--- config.mk ---
export PLATFORM = sky130hd
export DESIGN_NAME = idct8_recon_stage
export DESIGN_NICKNAME = d
export VERILOG_FILES = /design/src/rtl/idct8_recon_stage.sv
export SDC_FILE = /design/constraint.sdc
export NUM_CORES = 1
export LEC_CHECK = 0
export ABC_CLOCK_PERIOD_IN_PS = 8410
export CAP_MARGIN = 5
export CORE_UTILIZATION = 29
export CTS_CLUSTER_DIAMETER = 80
export DETAILED_ROUTE_END_ITERATION = 10
export GPL_TIMING_DRIVEN = 0
export HOLD_SLACK_MARGIN = 0.1
export PLACE_DENSITY = 0.45
export REMOVE_ABC_BUFFERS = 1
export SLEW_MARGIN = 20
export SYNTH_ARGS = -nofsm -noshare
export SYNTH_HDL_FRONTEND = slang
export SYNTH_SLANG_ARGS = --single-unit
--- constraint.sdc ---
create_clock -name clk -period 8.41 [get_ports clk]
set_input_delay 1.682 -clock clk [delete_from_list [all_inputs] [get_ports clk]]
set_output_delay 1.682 -clock clk [all_outputs]
set_load 0.03 [all_outputs]
--- src/rtl/idct8_recon_stage.sv ---
// IDCT8 reconstruction stage: rounding shift, prediction add, pixel clip and an output row FIFO.
// Optional macro IDCT8_RECON_BLOCK_CNT_EN adds a 16-bit count of completed 8x8 blocks.
module idct8_recon_stage #(
    parameter int DATA_W     = 25,
    parameter int SHIFT      = 12,
    parameter int BIT_DEPTH  = 8,
    parameter int FIFO_DEPTH = 4
) (
    input  logic                     clk,
    input  logic                     reset,
    input  logic                     in_valid,
    input  logic [DATA_W-1:0]        res_in_1,
    input  logic [DATA_W-1:0]        res_in_2,
    input  logic [DATA_W-1:0]        res_in_3,
    input  logic [DATA_W-1:0]        res_in_4,
    input  logic [DATA_W-1:0]        res_in_5,
    input  logic [DATA_W-1:0]        res_in_6,
    input  logic [DATA_W-1:0]        res_in_7,
    input  logic [DATA_W-1:0]        res_in_8,
    input  logic [8*BIT_DEPTH-1:0]   pred_in,
    input  logic                     out_ready,
    output logic                     out_valid,
    output logic [8*BIT_DEPTH-1:0]   pix_out,
    output logic [2:0]               out_row,
    output logic                     out_last,
    output logic                     overflow,
    output logic                     busy
`ifdef IDCT8_RECON_BLOCK_CNT_EN
    ,
    output logic [15:0]              block_cnt
`endif
);

    localparam int R_W = DATA_W + 1 - SHIFT;
    localparam int S_W = R_W + BIT_DEPTH + 1;
    localparam int AW  = $clog2(FIFO_DEPTH);
    localparam int E_W = 8*BIT_DEPTH + 4;
    localparam logic signed [DATA_W:0]  RND     = {{DATA_W{1'b0}}, 1'b1} << (SHIFT-1);
    localparam logic signed [S_W-1:0]   PIX_MAX = S_W'((1 << BIT_DEPTH) - 1);
    localparam logic [AW:0]             FULL_N  = (AW+1)'(FIFO_DEPTH);

    logic [DATA_W-1:0]        res_lane [8];
    logic signed [R_W-1:0]    r_next   [8];
    logic signed [R_W-1:0]    r1       [8];
    logic [8*BIT_DEPTH-1:0]   pred1;
    logic [2:0]               row1;
    logic [2:0]               row_cnt;
    logic                     v1;
    logic [8*BIT_DEPTH-1:0]   pix_next;

    logic [E_W-1:0]           mem [FIFO_DEPTH];
    logic [AW-1:0]            wr_ptr;
    logic [AW-1:0]            rd_ptr;
    logic [AW:0]              count;
    logic                     full;
    logic                     pop;
    logic                     wr_en;

    assign res_lane[0] = res_in_1;
    assign res_lane[1] = res_in_2;
    assign res_lane[2] = res_in_3;
    assign res_lane[3] = res_in_4;
    assign res_lane[4] = res_in_5;
    assign res_lane[5] = res_in_6;
    assign res_lane[6] = res_in_7;
    assign res_lane[7] = res_in_8;

    // One extra bit keeps the rounding add from wrapping at the residual extremes.
    always_comb begin
        logic signed [DATA_W:0] rsum;
        rsum = '0;
        for (int k = 0; k < 8; k++) begin
            rsum      = $signed({res_lane[k][DATA_W-1], res_lane[k]}) + RND;
            r_next[k] = R_W'(rsum >>> SHIFT);
        end
    end

    always_ff @(posedge clk or negedge reset) begin
        if (!reset) begin
            v1      <= 1'b0;
            pred1   <= '0;
            row1    <= '0;
            row_cnt <= '0;
            for (int k = 0; k < 8; k++) r1[k] <= '0;
        end else begin
            v1 <= in_valid;
            if (in_valid) begin
                for (int k = 0; k < 8; k++) r1[k] <= r_next[k];
                pred1   <= pred_in;
                row1    <= row_cnt;
                row_cnt <= row_cnt + 3'd1;
            end
        end
    end

    always_comb begin
        logic signed [S_W-1:0] s;
        s        = '0;
        pix_next = '0;
        for (int k = 0; k < 8; k++) begin
            s = {{(S_W-R_W){r1[k][R_W-1]}}, r1[k]}
              + {{(S_W-BIT_DEPTH){1'b0}}, pred1[k*BIT_DEPTH +: BIT_DEPTH]};
            if (s[S_W-1])
                pix_next[k*BIT_DEPTH +: BIT_DEPTH] = '0;
            else if (s > PIX_MAX)
                pix_next[k*BIT_DEPTH +: BIT_DEPTH] = '1;
            else
                pix_next[k*BIT_DEPTH +: BIT_DEPTH] = s[BIT_DEPTH-1:0];
        end
    end

    // Output handshake: a row transfers on a rising edge where out_valid && out_ready;
    // the head fields hold steady while out_valid && !out_ready. The input side has no
    // ready, so a write into a full FIFO without a same-edge pop is dropped and flagged.
    assign out_valid = (count != '0);
    assign full      = (count == FULL_N);
    assign pop       = out_valid && out_ready;
    assign wr_en     = v1 && (!full || pop);

    always_ff @(posedge clk) begin
        if (wr_en) mem[wr_ptr] <= {pix_next, row1, (row1 == 3'd7)};
    end

    always_ff @(posedge clk or negedge reset) begin
        if (!reset) begin
            wr_ptr   <= '0;
            rd_ptr   <= '0;
            count    <= '0;
            overflow <= 1'b0;
        end else begin
            if (wr_en) wr_ptr <= wr_ptr + 1'b1;
            if (pop)   rd_ptr <= rd_ptr + 1'b1;
            count <= count + (AW+1)'(wr_en) - (AW+1)'(pop);
            if (v1 && full && !pop) overflow <= 1'b1;
        end
    end

    // Head fields read zero when empty so nothing stale leaks out after reset.
    assign {pix_out, out_row, out_last} = out_valid ? mem[rd_ptr] : '0;

    // Stage 2 writes straight into the FIFO, so its valid is carried by out_valid.
    assign busy = v1 | out_valid;

`ifdef IDCT8_RECON_BLOCK_CNT_EN
    always_ff @(posedge clk or negedge reset) begin
        if (!reset)               block_cnt <= '0;
        else if (pop && out_last) block_cnt <= block_cnt + 16'd1;
    end
`endif

endmodule

# After elaboration in Yosys (flattened, before gate mapping)
# Memories as Yosys holds them, arrays and structs flattened.
# Index checks and enable logic that the tools add are counted.
# totals
elab_cells,76
memories,1
out_inout_bits,71
mem_bits_rw,272
regBits,191
# op_classes
magnitude_cmp,8
n_mux,19
bitwise,1
n_addsub,21
eq_ne,2
n_reduce_logical,8
# mem_list
memory,depth,word_bits,read_ports,rd_ports_with_merged_regs,write_ports,line,rtl
mem,4,68,1,0,1,51,logic [E_W-1:0] mem [FIFO_DEPTH];
# op_table
operator,n
"adder 25 x 13 -> 26 bit, second input constant",8
2-to-1 mux 8 bit,16
adder 14 x 9 -> 15 bit,8
"greater-than comparator 15 x 9 -> 1 bit, second input constant",8
2-to-1 mux 68 bit,1
"== test 3 bit, second input constant",2
"adder 2 x 1 -> 2 bit, second input constant",2
logical AND 1 bit,4
adder 3 x 1 -> 3 bit,1
"adder 3 x 1 -> 3 bit, second input constant",1
nonzero test 3 bit,1
subtractor 3 x 1 -> 3 bit,1
zero test 1 bit,2
2-to-1 mux 1 bit,2
logical OR 1 bit,1
bitwise OR 1 bit,1

# Logic depth before layout (Yosys ltp)
# logic_depth
depth_word,6
depth_mapped,11
mapped_depth_nobuf,10

# Worst setup path before layout
# Ideal clock, no wire load.
# synth_timing
kind,input port to flip-flop
from,input port out_ready
to,"memory mem[0][0] in the netlist's numbering, enable pin"
path_buffers,1
stages,4
arrival_ns,3.686
setup_slack_ns,4.290
setup_time_ns,0.433
required_time_ns,7.977
cell_sequence,nor4b_1 > nor2b_1 > clkbuf_1 > and2_1
# synth_between
elab_chain_cells,5
# synth_rtl
item,line,rtl
"start, declared",21,"input logic out_ready,"
logical AND 1 bit,117,assign pop = out_valid && out_ready;
logical OR 1 bit,118,assign wr_en = v1 && (!full || pop);
logical AND 1 bit,118,
2-to-1 mux 1 bit,121,"if (wr_en) mem[wr_ptr] <= {pix_next, row1, (row1 == 3'd7)};"
2-to-1 mux 1 bit (implied by the code),121,
"end, declared",51,
# No other way between the ends.

# Final worst setup path
# layout_timing
from,register rd_ptr[0]
to,output port pix_out[25]
# layout_between
elab_chain_cells,2
# layout_rtl
item,line,rtl
"start, declared",53,logic [AW-1:0] rd_ptr;
"start signal, assigned",132,if (pop) rd_ptr <= rd_ptr + 1'b1;
memory (4 x 68 bit),n/a,
2-to-1 mux 68 bit,139,"assign {pix_out, out_row, out_last} = out_valid ? mem[rd_ptr] : '0;"
"end, declared",23,"output logic [8*BIT_DEPTH-1:0] pix_out,"
# No other way between the ends.

==> impl_metrics.tcl <==
set metrics [dict create \
    outcome "finished, final reports clean" \
    synth-edff-count 272 \
    io-pin-count 339 \
    async_flop_share_pct 41.3 \
    final_nets 2380 \
    setup_viol 0 \
    synth_simple_gate_area_share_pct 10.9 \
    final-seq-area_um2 13000 \
    hold_violations 0 \
    number_of_antenna_violations_at_the_first_check_in_global_routing 1 \
    drt.antenna.violating_nets 0 \
    synth_seq_area_share_pct 56.9 \
    cts_tree "done" \
    clock-sinks 463 \
    grt_setup_unrepaired "no" \
    timing.critical_path.required_ns 6.73 \
    post_synth_xor_area_fraction_pct 5.77 \
    critical-path-max-stage-delay_ns 0.70 \
    cts_setup_buffers 0 \
    fmax_ghz 0.217 \
    final.min_clock_period_ns 4.61 \
    power_density_nw_per_um2 303 \
    synth_top_cell_by_area "sky130_fd_sc_hd__edfxtp_1" \
    critPathBufInv 2 \
    signal_arrival_time_at_the_worst_endpoint_ns 2.93 \
    crit_slowest_cell "sky130_fd_sc_hd__clkdlybuf4s50_1" \
    setup.worst_path.start_class "flop" \
    number_of_fillers_in_the_final_layout 7584 \
    synth_ff_type "sky130_fd_sc_hd__edfxtp_1" \
    cts.htree.levels 2 \
    synth.area.mux_share_pct 10.7 \
    finalClockSkew_ns 0.0137 \
    grt_start_max_net_pins 121 \
    layout.cell_area.non_filler_um2 28500 \
    vias_per_cell 4.70 \
    final_min_period_over_clock_period_pct 54.8 \
    cts.repair.resized 0 \
    clk-insertion-delay-late_ns 0.59 \
    dominant_combinational_cell_family_by_area_after_synthesis "simple AND/OR/NAND/NOR gates" \
    worstHoldPathType "reg -> reg" \
    via_count_of_the_first_global_routing_pass 15100 \
    library_cell_with_the_highest_instance_count_after_synthesis "sky130_fd_sc_hd__edfxtp_1" \
    hold_bufs_at_cts 0 \
    max-clock-path-buffers 3 \
    max-slew-margin-rel_pct 32.0 \
    initialDrtViolationCount 667 \
    timing.max_cap.violations 0 \
    finalWeightedCongestion 0.776 \
    post_synth_instance_area_um2 22800 \
    design_power_total_mw 8.64 \
    drtPass1Iterations 5 \
    buffer_ports.inserted 250 \
    clk_pin_slew_worst_paths_ns 0.06 \
    multi_input_comb_area_um2 9420 \
    synth.yosys.warnings 0 \
    critical_path_peak_fanout 30 \
    max_slew.worst_pin.slew_ns 1.01 \
    post-dp-hpwl_um 36800 \
    yosysUniqueCellTypes 63 \
    drt_drc_violations_left 0 \
    worst-r2r-setup-slack_ns 4.99 \
    dieArea_um2 79600 \
    path_class "reg -> out" \
    initial_utilization_pct 29.3 \
    tritoncts.num_buffers 56 \
    synth_top_area_share_pct 35.9 \
    routedWlPerCell_um 17.3 \
    p_leak_nw 10.2 \
    synthAdderAreaFrac_pct 5.14 \
    synth_cells 1777 \
    setup_tns_ns 0 \
    postSynthRegisterBits 463 \
    die-width_um 282 \
    detail_route.wirelength_um 53700 \
    synth_compound_area_share_pct 8.84 \
    fp.coreArea_um2 77600 \
    dpl-instance-area_um2 26600 \
    first_pass_grt_wire_length_um 84400 \
    ys_top_cells_by_count "sky130_fd_sc_hd__edfxtp_1 (272), sky130_fd_sc_hd__dfrtp_1 (191), sky130_fd_sc_hd__a21oi_1 (162)" \
    grt_remaining_overflow 0 \
    cts_root_buffer_type "sky130_fd_sc_hd__clkbuf_16" \
    postSynthAreaPerCell_um2 12.8 \
    global_route_usage_over_all_layers_pct 13.5 \
    finalHoldWorstSlack_ns 0.462 \
    row_count 102 \
    area.growth.synth_to_final_pct 25.3 \
    synth_top_cells_by_area "sky130_fd_sc_hd__edfxtp_1 (36%), sky130_fd_sc_hd__dfrtp_1 (21%), sky130_fd_sc_hd__mux4_2 (6.7%), sky130_fd_sc_hd__ha_1 (4.3%), sky130_fd_sc_hd__mux2_2 (3.8%)" \
    crit_chain "buf_16 > mux4_2 > and2_1 > clkdlybuf4s50_1" \
    critical-path-top-delay-family "buffers and inverters" \
    post_route_cells_drive_above_1_share_pct 12.8 \
    max-vdd-ir-drop_uv 200 \
    num_vias 14600 \
    count_of_antenna_diodes_in_the_layout 0 \
    chipHeight_um 282 \
    final_max_slew_viol_count 0 \
    timing.critical_path.to_type "primary output" \
]
==> logic make-up after synthesis <==
kind of cell	count (synthesis)
mux	148
flops	463
simple gates	490
compound gates	332
fa+ha+maj	88
xor+xnor	150
buf+inv	106
==> per-stage QoR <==
stage / cells / worst slack, ns / utilization (%)
6_report: 3110 / 3.80 / 36.7
5_1_grt: 3110 / 3.58 / 36.7
3_5_place_dp: 3006 / 4.24 / 34.3
3_3_place_gp: 2994 / -2.91 / 33.9
2_1_floorplan: 1704 / 3.07 / -
4_1_cts: 3110 / 3.65 / 36.7
==> final cells by class <==
type / instances / area share (%)
clock inverters: 31 / 1.16
multi-input cells: 1208 / 33.0
repair buffers: 262 / 9.95
flip-flops and latches: 463 / 45.4
inverters: 33 / 0.434
well taps: 1040 / 4.56
clock buffers: 73 / 5.42
==> routing by layer <==
metal,track usage [%],part of all wire [%],up-vias
met5,0,0,-
met4,3.66,2.0,0
met3,2.46,4.2,70
met2,22.8,49,245
met1,17.7,45,7162
li1,-,-,7136
==> worst reg2reg max path, cell delays in order, from the launching register on <==
cell	delay [ns]
sky130_fd_sc_hd__dfrtp_1	0.37
sky130_fd_sc_hd__ha_1	0.22
sky130_fd_sc_hd__fa_1	0.48
sky130_fd_sc_hd__a21o_1	0.22
sky130_fd_sc_hd__a221oi_2	0.37
sky130_fd_sc_hd__o21ai_2	0.11
sky130_fd_sc_hd__xnor2_1	0.14
sky130_fd_sc_hd__or4_4	0.49
sky130_fd_sc_hd__a311oi_4	0.46
sky130_fd_sc_hd__o21ai_1	0.25
==> path summary, 6_finish.rpt <==
path                           start     endpoint  depth (start not counted)
max                        rd_ptr[0]  pix_out[25]                          4
min                         overflow     overflow                          1
max reg2reg                    r1[0]   mem[1][67]                          9
min reg2reg                 overflow     overflow                          1
max in group asynchronous      reset       r1[61]                          2
min in group asynchronous      reset       r1[20]                          1
==> layout by cell type (no fill, tap or decap), types with 72 or more instances in the layout <==
cell and count:
sky130_fd_sc_hd__edfxtp_1 272, sky130_fd_sc_hd__clkdlybuf4s50_1 248, sky130_fd_sc_hd__dfrtp_1 189, sky130_fd_sc_hd__a21oi_1 162
sky130_fd_sc_hd__nor2_1 153, sky130_fd_sc_hd__xor2_1 91, sky130_fd_sc_hd__ha_1 79, sky130_fd_sc_hd__mux2_2 76
sky130_fd_sc_hd__and2_1 73, sky130_fd_sc_hd__nand3_1 72
==> sequential cells by signal, indices dropped and copies added (netlist names) <==
register / cells
overflow: 1
wr_ptr: 2
r1: 112
pred1: 64
mem: 272
row1: 3
v1: 1
rd_ptr: 2
count: 3
row_cnt: 3
==> power breakdown <==
part	internal [mW]	leakage [nW]	total, mW	switching (mW)
logic	1.38	4.68	3.13	1.75
registers	2.86	4.57	3.06	0.199
clock network	1.50	0.931	2.45	0.946
total	5.75	10.2	8.64	2.90
Power figures use the tool's default switching activity.
